==> config.mk <==
export PLATFORM = sky130hd
export DESIGN_NAME = piso_serializer
export DESIGN_NICKNAME = d
export VERILOG_FILES = /design/src/rtl/piso_pkg.sv /design/src/rtl/piso_serializer.sv
export SDC_FILE = /design/constraint.sdc
export NUM_CORES = 1
export LEC_CHECK = 0
export ABC_AREA = 0
export BUFFER_PORTS_ARGS = -buffer_cell sky130_fd_sc_hd__buf_2
export CAP_MARGIN = 0
export CORE_UTILIZATION = 40
export DETAILED_ROUTE_END_ITERATION = 16
export SLEW_MARGIN = 20
export SYNTH_ARGS = -nofsm -noshare
export SYNTH_HDL_FRONTEND = slang
export SYNTH_SLANG_ARGS = --single-unit
==> constraint.sdc <==
create_clock -name clk -period 3 [get_ports clk]
set_input_delay 0.15 -clock clk [delete_from_list [all_inputs] [get_ports clk]]
set_output_delay 0.15 -clock clk [all_outputs]
set_load 0.05 [all_outputs]
==> src/rtl/piso_pkg.sv <==
// piso_pkg: shared state encoding and parity helper for the PISO serializer.
package piso_pkg;
  localparam int PISO_MAX_WIDTH = 64;
  typedef enum logic [1:0] {PISO_IDLE, PISO_SHIFT, PISO_PARITY} piso_state_e;
  function automatic logic piso_parity(input logic [PISO_MAX_WIDTH-1:0] data, input logic odd);
    return (^data) ^ odd;
  endfunction
endpackage

==> src/rtl/piso_serializer.sv <==
// piso_serializer: valid/ready loaded, bit_en paced parallel-to-serial shifter.
// Define PISO_PARITY_EN to append a parity bit to every frame.
module piso_serializer
  import piso_pkg::*;
#(
  parameter int WIDTH      = 16,
  parameter int MSB_FIRST  = 0,
  parameter int IDLE_LEVEL = 0,
  parameter int PARITY_ODD = 0
) (
  input  logic             clk,
  input  logic             rst_n,
  input  logic [WIDTH-1:0] din,
  input  logic             din_valid,
  output logic             din_ready,
  input  logic             bit_en,
  output logic             dout,
  output logic             dout_valid,
  output logic             dout_last,
  output logic             busy
);
  localparam int CW = $clog2(WIDTH);
  localparam logic [CW-1:0] LAST = CW'(WIDTH - 1);
  if (WIDTH < 2 || WIDTH > PISO_MAX_WIDTH || PARITY_ODD < 0 || PARITY_ODD > 1) begin : g_bad_param
    $error("piso_serializer: WIDTH must be 2..64 and PARITY_ODD 0 or 1");
  end
  piso_state_e      state_q, state_d;
  logic [WIDTH-1:0] sreg_q, sreg_d, shifted;
  logic [CW-1:0]    cnt_q, cnt_d;
  logic             dout_q, dout_d, valid_q, valid_d;
  logic             first_bit, next_bit, last_data, end_bit, load;
  assign first_bit = (MSB_FIRST != 0) ? din[WIDTH-1] : din[0];
  assign shifted   = (MSB_FIRST != 0) ? {sreg_q[WIDTH-2:0], 1'b0} : {1'b0, sreg_q[WIDTH-1:1]};
  assign next_bit  = (MSB_FIRST != 0) ? shifted[WIDTH-1] : shifted[0];
  assign last_data = state_q == PISO_SHIFT && cnt_q == LAST;
`ifdef PISO_PARITY_EN
  logic par_q, par_d;
  // the parity bit, not the last data bit, closes the frame
  assign end_bit   = bit_en && state_q == PISO_PARITY;
  assign dout_last = state_q == PISO_PARITY;
`else
  assign end_bit   = bit_en && last_data;
  assign dout_last = last_data;
`endif
  assign din_ready  = state_q == PISO_IDLE || end_bit;
  assign load       = din_valid && din_ready;
  assign dout       = dout_q;
  assign dout_valid = valid_q;
  assign busy       = state_q != PISO_IDLE;
  always_comb begin
    state_d = state_q;
    sreg_d  = sreg_q;
    cnt_d   = cnt_q;
    dout_d  = dout_q;
    valid_d = valid_q;
`ifdef PISO_PARITY_EN
    par_d   = par_q;
`endif
    if (load) begin
      state_d = PISO_SHIFT;
      sreg_d  = din;
      cnt_d   = '0;
      dout_d  = first_bit;
      valid_d = 1'b1;
`ifdef PISO_PARITY_EN
      par_d   = piso_parity(PISO_MAX_WIDTH'(din), 1'(PARITY_ODD));
`endif
    end else if (end_bit) begin
      state_d = PISO_IDLE;
      dout_d  = 1'(IDLE_LEVEL);
      valid_d = 1'b0;
    end else if (state_q == PISO_SHIFT && bit_en) begin
      sreg_d = shifted;
      cnt_d  = cnt_q + CW'(1);
`ifdef PISO_PARITY_EN
      state_d = last_data ? PISO_PARITY : PISO_SHIFT;
      dout_d  = last_data ? par_q : next_bit;
`else
      dout_d  = next_bit;
`endif
    end
  end
  always_ff @(posedge clk or negedge rst_n) begin
    if (!rst_n) begin
      state_q <= PISO_IDLE;
      sreg_q  <= '0;
      cnt_q   <= '0;
      dout_q  <= 1'(IDLE_LEVEL);
      valid_q <= 1'b0;
`ifdef PISO_PARITY_EN
      par_q   <= 1'b0;
`endif
    end else begin
      state_q <= state_d;
      sreg_q  <= sreg_d;
      cnt_q   <= cnt_d;
      dout_q  <= dout_d;
      valid_q <= valid_d;
`ifdef PISO_PARITY_EN
      par_q   <= par_d;
`endif
    end
  end
endmodule

# ---- Yosys cells after proc, flatten, opt, wreduce, memory -nomap -nowiden
# Index checks and enable logic that the tools add are counted.
dict set report word_totals {
  register_bits 24
  inputBits 20
  out_inout_bits 5
  elab_cells 33
}
dict set report classes {
  add_sub_neg 1
  eq_ne 3
  n_mux 13
  n_reduce_logical 11
}
# operator count
set ops {}
lappend ops {{2-to-1 mux 16 bit} 3}
lappend ops {{2-to-1 mux 4 bit} 3}
lappend ops {{nonzero test 2 bit} 3}
lappend ops {{2-to-1 mux 1 bit} 5}
lappend ops {{adder 4 x 1 -> 4 bit, second input constant} 1}
lappend ops {{== test 4 bit, second input constant} 1}
lappend ops {{logical AND 1 bit} 4}
lappend ops {{2-to-1 mux 2 bit} 2}
lappend ops {{nonzero test 3 bit} 1}
lappend ops {{== test 2 x 1 -> 1 bit, second input constant} 1}
lappend ops {{logical NOT 2 bit} 1}
lappend ops {{!= test 2 x 1 -> 1 bit, second input constant} 1}
lappend ops {{AND reduction 2 bit} 1}
lappend ops {{logical OR 1 bit} 1}

# ---- Depth between registers and ports, before layout
# Gate-level depths: netlist of the first run.
dict set report depth {
  ltp_word 7
  depth_mapped 6
  depth_no_buf 4
}

# ---- Worst setup path before layout of the first run
# No wires, ideal clock.
dict set report synth_timing {
  path_kind {register -> register}
  start {register dout_valid (netlist name)}
  end {register sreg_q[10]}
  setup_ns 0.126
  arrival_time_ns 1.538
  required_ns 2.874
  path_slack_ns 1.336
  stages_incl_launch_ff 5
  n_path_buf 1
  synth_period_minus_slack_ns 1.664
  path_cell_list {dfrtp_1 > mux2_4 > o21ai_4 > buf_6 > a221o_1}
}
# item line
set synth_rtl {}
lappend synth_rtl {{end signal: assignment} piso_serializer.sv:95} ;# sreg_q <= sreg_d;
lappend synth_rtl {{end: declaration} piso_serializer.sv:28} ;# logic [WIDTH-1:0] sreg_q, sreg_d, shifted;

# ---- Final worst setup path of the first run
dict set report layout_timing {
  start {register cnt_q[0]}
  end {output port dout_last}
}
dict set report layout_between {
  elab_chain_len 2
}
# item line
set layout_rtl {}
lappend layout_rtl {{start: declaration} piso_serializer.sv:29} ;# logic [CW-1:0] cnt_q, cnt_d;
lappend layout_rtl {{start signal: assignment} piso_serializer.sv:96} ;# cnt_q <= cnt_d;
lappend layout_rtl {{== test 4 bit} piso_serializer.sv:35} ;# assign last_data = state_q == PISO_SHIFT && cnt_q == LAST;
lappend layout_rtl {{logical AND 1 bit} piso_serializer.sv:35}
lappend layout_rtl {{end: declaration} piso_serializer.sv:19} ;# output logic dout_last,
# Every way passes these cells.

==> results of run 1 <==
[Yosys cell counts (all sizes together)]
cell / count
a221o: 10
nor3: 11
o2111ai: 1
nor4: 1
a32o: 1
ha: 1
nand2: 4
clkbuf: 1
o21ai: 1
a22o: 2
nand3: 2
nand4: 1
mux2: 2
nor2: 7
a21o: 1
nor3b: 9
buf: 7
nor4b: 1
a21boi: 1
inv: 6
nand2b: 2
a2111oi: 5
and2: 1
and3: 2
a41oi: 1
dfrtp: 21
[what timing repair did]
item                      4_1_cts  5_1_grt
gates resized for setup         0        0
hold buffers                    1        0
hold endpoints to repair       21        0
[layer usage]
metal	track usage, %	share of wire, %
met1	25.1	49
met2	31.3	47
met3	2.50	3.5
met4	7.69	1.3
met5	0	0
[sequential cells by signal (all words and copies together) (netlist names)]
| register | cells |
|---|---|
| cnt_q | 4 |
| sreg_q | 15 |
| dout_valid | 1 |
| dout | 1 |
[cell type report]
class,instances,area (µm²),area share [%]
flip-flops and latches,21,526,41.5
repair buffers,26,138,10.9
well taps,30,37.5,2.96
clock buffers,3,22.5,1.78
multi-input cells,67,517,40.8
clock inverters,1,5.00,0.395
inverters,6,22.5,1.78
[cell families after synthesis]
group / count (synthesis)
AOI/OAI and AO/OA: 23
and+or+nand+nor: 41
DFF: 21
adders and majority gates: 1
buffers and inverters: 14
muxes: 2
[report_power, final]
part / internal [mW] / switching (mW)
Combinational: 0.177 / 0.201
Sequential: 0.394 / 0.0894
Clock: 0.0498 / 0.0873
Total: 0.621 / 0.378
[worst paths after layout]
kind / endpoint / slack [ps] / cells after the start
hold / removal: sreg_q[15] / 60 / 2
setup / recovery: dout_last / 850 / 4
hold reg to reg: sreg_q[8] / 520 / 1
min in group asynchronous: sreg_q[9] / 330 / 2
setup reg to reg: dout / 1160 / 4
max in group asynchronous: sreg_q[5] / 2330 / 2
==> flow_summary.ini, run 1 <==
[synthesis]
yosysTopAreaCell = dfrtp_1
syn_area_mm2 = 0.00111
yosys_warnings = 0
synth_nets = 123
synth_top_area_share_pct = 47.1
synthAdderAreaFrac_pct = 1.12
synth.area.top_cells = dfrtp_1, a221o_1, a2111oi_2
synth_seq_cells = 21
synth.distinct_cells = 29
avgSynthCellArea_um2 = 10.9
synth_xor_area_share_pct = 0
synth_top_family_by_area = compound AO/OA/AOI/OAI gates
synthCells = 102
synth-compound-area-share_pct = 22.6
ys_seq_area_share_pct = 47.1
synthMuxAreaShare_pct = 2.36
synth-simple-area-share_pct = 20.3

[timing]
final_max_slew_viol_count = 0
clock_skew_ps = 9.77
finalHoldViolCount = 0
rsz0062_at_grt = false
tightest_slew_ps = 546
setup_violations = 0
post-route-period-util_pct = 71.6
fmax_mhz = 466
slew_headroom_pct = 63.6
finalSetupTns_ps = 0
holdWs_ps = 58.9
worst_slack_ps = 853
fin_crit_ps = 2150

[floorplanning]
initial_utilization_pct = 43.8
row_count = 18
die_h_um = 54.8
core_mm2 = 0.00254
die_w_um = 54.8
ios = 25
die-area_mm2 = 0.00300

[finish]
nets = 146
num-fill-cells = 267
layout_common_cells = buf_2, dfrtp_1, nor3_1
final_cells = 154
final_util_pct = 49.8
fin_area_mm2 = 0.00127
antennaDiodeCount = 0
final_common_cell = buf_2
drive_gt1_share_pct = 29.8
syn2layout_area_growth_pct = 13.7

[place]
dp.cells = 149
gp_congestion = 0.754
placed_area_mm2 = 0.00123
io_buffers = 24
dp_hpwl_mm = 1.70
place_ws_ps = 1180

[clock_network]
cts_tree = done
cts_buffer_depth = 2
clk_latency_ps = 310
path_clk_slew_ps = 120
cts_setup_buffers = 0
cts.sinks = 21
cts_root_buf = clkbuf_4
cts_buffers = 3
cts.htree.levels = 1

[worst_setup_path]
cp_slowest_cell = and3_1
path_class = flop to primary output
startpoint_type = flop
r2r-start = cnt_q[0]
crit_path_end_kind = primary output
worst-endpoint-arrival_ps = 2000
cp_top_family = simple AND/OR/NAND/NOR gates
worstPathRequired_ps = 2850
crit_start = cnt_q[0]
cpPeakStageDelay_ps = 540
path_cells = ha_1 -> and3_1 -> and2_1 -> buf_2
crit_fanout = 16
critPathBufInv = 1

[status]
status = complete, no violations

[global_routing]
grt_overflow = 0
track_usage_pct = 19.1
grt_max_degree = 22
antenna_found_initial = 0
grt_pass1_wl_mm = 4.02
grt_pass1_vias = 878

[routing]
ant_nets = 0
drt-pass1-iter-count = 3
wl_mm = 2.44
vias_per_cell = 5.76
num_vias = 887
first_iter_violations = 11
drc = 0
wire_per_inst_um = 15.9

[pwr]
peakVddDrop_uv = 339
p_leak_nw = 0.579
total_power_mw = 0.999
p_per_area_mw_per_mm2 = 788

[hold_path]
min_from = din[15]
hp-class = input port to flop

[flow_run]
max_cap_viol_count = 0
(Power assumes the default switching activity.)
==> run 2: changes to the inputs <==
ABC_AREA = 1   (was 0)
clock period = 2.2 ns   (was 3 ns; I/O delays follow)
==> run 2 against run 1 <==
Against the previous run:
- wire length shrank 5.3%
- die area grew 3.8%
- global-route usage fell by 2.3 points
- setup slack worse by 490 ps
- combinational power shrank 16%
- synthesized cell count is 38% higher
- largest power group unchanged
==> flow_summary.ini, run 2 <==
[status]
status = complete, no violations

[timing]
tightest_slew_ps = 492
post-route-period-util_pct = 83.5
rsz0062_at_grt = false
slew_headroom_pct = 67.1
clock_skew_ps = 5.91
fin_crit_ps = 1840
final_max_slew_viol_count = 0
fmax_mhz = 545
finalHoldViolCount = 0
setup_violations = 0
finalSetupTns_ps = 0

[worst_setup_path]
r2r-start = cnt_q[0]
cp_slowest_cell = dfrtp_1
path_class = flop to primary output
cpPeakStageDelay_ps = 410
cp_top_family = flip-flops
startpoint_type = flop
worst-endpoint-arrival_ps = 1730
worstPathRequired_ps = 2090
critPathBufInv = 1
crit_path_end_kind = primary output
path_cells = ha_1 -> nand3_1 -> o21bai_4 -> buf_2
crit_fanout = 13
crit_start = cnt_q[0]

[pwr]
p_per_area_mw_per_mm2 = 822
peakVddDrop_uv = 385
p_leak_nw = 0.720

[global_routing]
grt_pass1_vias = 984
antenna_found_initial = 0
track_usage_pct = 16.8
grt_overflow = 0
grt_max_degree = 22
grt_pass1_wl_mm = 4.17

[floorplanning]
ios = 25
row_count = 19
core_mm2 = 0.00276
die_w_um = 55.8
die-area_mm2 = 0.00312
initial_utilization_pct = 42.0
die_h_um = 55.8

[clock_network]
cts_resized = 0
cts_root_buf = clkbuf_4
cts_setup_buffers = 0
cts_buffer_depth = 2
cts_tree = done
clk_latency_ps = 300
path_clk_slew_ps = 120
cts.sinks = 21
cts.htree.levels = 1
cts_buffers = 3
cts_hold_buf = 1

[finish]
drive_gt1_share_pct = 22.6
antennaDiodeCount = 0
top_register = sreg_q
syn2layout_area_growth_pct = 12.4
nets = 186
layout_common_cells = nand3_1, nand2_1, buf_2
reg.largest.list = sreg_q x15, cnt_q x4
final_util_pct = 47.2
largest_register_ffs = 15
final_common_cell = nand3_1

[synthesis]
synthTopCellsByCount = nand3_1, nand2_1, dfrtp_1
synth.area.top_cells = dfrtp_1, nand3_1, nand2_1
synth.distinct_cells = 18
synth_edf_count = 0
yosysMostFrequentCell = nand3_1
synth_flop_cell = dfrtp_1
avgSynthCellArea_um2 = 8.22
async_flop_share_pct = 100
synth_nets = 162
ys_seq_area_share_pct = 45.4
yosysTopAreaCell = dfrtp_1
yosys_warnings = 0
synthCells = 141
synth_seq_cells = 21
synth_top_area_share_pct = 45.4
syn_area_mm2 = 0.00116

[routing]
ant_nets = 0
wire_per_inst_um = 11.9
drc = 0
num_vias = 992
drt-pass1-iter-count = 4
vias_per_cell = 5.09
first_iter_violations = 27
wl_mm = 2.31

[hold_path]
hp-class = input port to flop
min_from = din[12]

[place]
gp_congestion = 0.703
io_buffers = 24
dp_hpwl_mm = 1.59

[flow_run]
max_cap_viol_count = 0
[run 2: cell types whose count changed in the layout (fill, tap and decap cells not counted), moves of 5 or more]
cell       change
a2111oi_2      -5
nand2_1       +37
a221o_1       -10
nor3_1        -11
nand3_1       +42
inv_1          +8
nor2_1         -7
nor3b_1        -9
[run 2: logic make-up (layout without fill, tap and decap cells)]
family                   Yosys count  in the layout  share of synthesized area, %
XOR/XNOR                           2              2                          1.51
flip-flops                        21             21                          45.4
adder cells (fa/ha/maj)            1              1                          1.08
buffers and inverters             22             45                          10.3
AO/OA/AOI/OAI                      4              4                          4.75
AND/OR/NAND/NOR                   91             91                          37.0
[run 2: worst paths after layout]
check | end | slack (ps) | cells after the start
max reg2reg | sreg_q[9] | 560 | 6
min reg2reg | sreg_q[3] | 490 | 2
min in group asynchronous | sreg_q[9] | 290 | 2
max in group asynchronous | sreg_q[7] | 1580 | 2
min | sreg_q[12] | 50 | 3
max | din_ready | 360 | 4
[run 2: final cells by class]
type	instances	area, µm²
Tap cell	31	38.8
Sequential cell	21	526
Timing Repair Buffer	26	138
Clock buffer	3	22.5
Fill cell	290	1460
Inverter	15	58.8
Clock inverter	1	5.00
Multi-Input combinational cell	98	514
[run 2: tightest hold or removal path, stage by stage]
cell	delay, ps
buf_2	70
nand3_1	70
nand3_1	70
[run 2: where the power goes]
group | switching (mW) | internal, mW
Sequential | 0.0736 | 0.493
Clock | 0.118 | 0.0677
Combinational | 0.193 | 0.126
[run 2: stage by stage]
step           power (mW)  setup slack [ps]  instances  hold slack (ps)  instance area, µm²
3_3_place_gp        0.887               629        190              101                1260
4_1_cts              1.09               346        195             36.3                1300
2_1_floorplan       0.819               424        141             -186                1160
3_5_place_dp        0.899               585        190              106                1260
5_1_grt              1.17               259        195             51.7                1300
6_report             1.07               363        195             49.4                1300
[run 2: metal layers]
metal	wire length (µm)	vias up	track usage, %
met5	0	-	0
li1	-	501	-
met3	90	2	2.09
met2	1090	23	27.0
met1	1120	466	22.5
met4	16	0	8.01
==> run 3: changes to the inputs <==
clock period = 1.7 ns   (was 2.2 ns; I/O delays follow)
==> run 3 against run 2 <==
Against the previous run:
- final cell count rose by 2.1%
- flip-flop and latch count did not move
- count of clock-buffer cells in the layout rose by 1
- clock skew fell by 2.4 ps
- combinational power rose by 36%
- via count rose by 1.9%
- largest power group unchanged
- register-to-register slack got worse by 420 ps
==> flow_summary.ini, run 3 (synthesized netlist as in run 2, its figures left out) <==
[routing]
wire_per_inst_um = 12.0
ant_nets = 0
num_vias = 1011
wl_mm = 2.38
first_iter_violations = 37
vias_per_cell = 5.08
drc = 0
drt-pass1-iter-count = 4

[pwr]
p_per_area_mw_per_mm2 = 1040
peakVddDrop_uv = 537
p_leak_nw = 0.744

[timing]
clock_skew_ps = 3.54
finalHoldViolCount = 0
final_max_slew_viol_count = 0
tightest_slew_ps = 486
rsz0062_at_grt = false
fin_crit_ps = 1610
slew_headroom_pct = 67.6
fmax_mhz = 619
post-route-period-util_pct = 95.0
finalSetupTns_ps = 0
setup_violations = 0

[worst_setup_path]
critical_path.endpoint = din_ready
reg2regPathDepth = 7
worst-endpoint-arrival_ps = 1530
crit_fanout = 4
reg2reg_to = sreg_q[5]
worstPathRequired_ps = 1620
ff2ff_setup_slack_ps = 140
crit_path_end_kind = primary output
path_class = flop to primary output
crit_start = cnt_q[0]
startpoint_type = flop
r2r-start = cnt_q[0]

[clock_network]
cts_root_buf = clkbuf_4
cts_buffer_depth = 2
path_clk_slew_ps = 120
cts.sinks = 21
cts_buffers = 3
clk_latency_ps = 300
cts.htree.levels = 1
cts_tree = done

[floorplanning]
die_w_um = 55.8
core_mm2 = 0.00276
ios = 25
row_count = 19
die_h_um = 55.8
initial_utilization_pct = 42.0
die-area_mm2 = 0.00312

[finish]
syn2layout_area_growth_pct = 17.4
reg.largest.list = sreg_q x15, cnt_q x4
num-fill-cells = 297
nets = 190
final_cells = 199
final_util_pct = 49.3
layout_common_cells = nand3_1, nand2_1, buf_2
top_register = sreg_q
drive_gt1_share_pct = 24.4
regArea_um2 = 527
final_common_cell = nand3_1
largest_register_ffs = 15
antennaDiodeCount = 0
multi_input_area_um2 = 514

[global_routing]
grt_max_degree = 22
grt_overflow = 0
grt_pass1_wl_mm = 4.12
grt_pass1_vias = 912
antenna_found_initial = 0
track_usage_pct = 16.6

[place]
gp_congestion = 0.740
dp_hpwl_mm = 1.65
dp.cells = 193
io_buffers = 24

[hold_path]
hp-class = input port to flop
whs_path_depth = 3

[flow_run]
max_cap_viol_count = 0

[status]
status = complete, no violations
==> run 3: cell types whose count changed in the layout (fill, tap and decap cells not counted) <==
| cell | delta |
|---|---|
| clkinv_2 | -1 |
| buf_12 | +2 |
| dfrtp_1 | -1 |
| dfrtp_2 | +1 |
| buf_2 | -1 |
| clkbuf_1 | +1 |
| buf_4 | +3 |
==> run 3: layout make-up <==
class,count,share of cell area (%)
inverter,15,4.32
timing repair buffer,30,14.4
tap,31,2.85
sequential,21,38.7
multi-input combinational,98,37.8
clock buffer,4,1.93
==> run 3: how the worst min path moves through the flow <==
stage	from	end	slack (ps)
2_1_floorplan	rst_n	cnt_q[0]	-210
3_3_place_gp	rst_n	dout	80
3_5_place_dp	rst_n	dout	80
4_1_cts	din[7]	sreg_q[7]	10
5_1_grt	din[7]	sreg_q[7]	20
6_report	din[7]	sreg_q[7]	20
==> run 3: timing repair <==
item	in CTS	in global routing
resized for setup	1	0
hold buffers	1	0
endpoints found under the setup margin	1	1
pin swaps	0	1
buffers inserted	0	1
hold endpoints to repair	21	0
==> run 3: through the flow <==
stage	power [mW]	hold slack [ps]	worst slack (ps)	instance area (µm²)
6_report	1.41	22.8	85.4	1360
5_1_grt	1.52	24.1	11.1	1360
4_1_cts	1.43	11.2	36.5	1340
3_5_place_dp	1.18	76.9	205	1300
3_3_place_gp	1.17	79.5	281	1300
2_1_floorplan	1.06	-211	111	1160
==> run 3: worst max-delay path, cell delays in order (launching register included) <==
cell	delay [ps]
dfrtp_1	410
ha_1	220
nand3_1	130
o21bai_4	230
buf_4	240
==> run 3: per-layer routing <==
| layer | GRT usage (%) | vias up | part of all wire (%) |
|---|---|---|---|
| met2 | 27.4 | 24 | 48 |
| met4 | 5.23 | 0 | 0.67 |
| met1 | 22.6 | 477 | 47 |
| met5 | 0 | - | 0 |
| met3 | 2.33 | 2 | 4.1 |
| li1 | - | 508 | - |
==> run 3: power by group <==
part           total (mW)  switching, mW  internal [mW]
Clock               0.242          0.151         0.0913
Sequential          0.737         0.0992          0.638
Combinational       0.433          0.253          0.180
Total                1.41          0.503          0.909
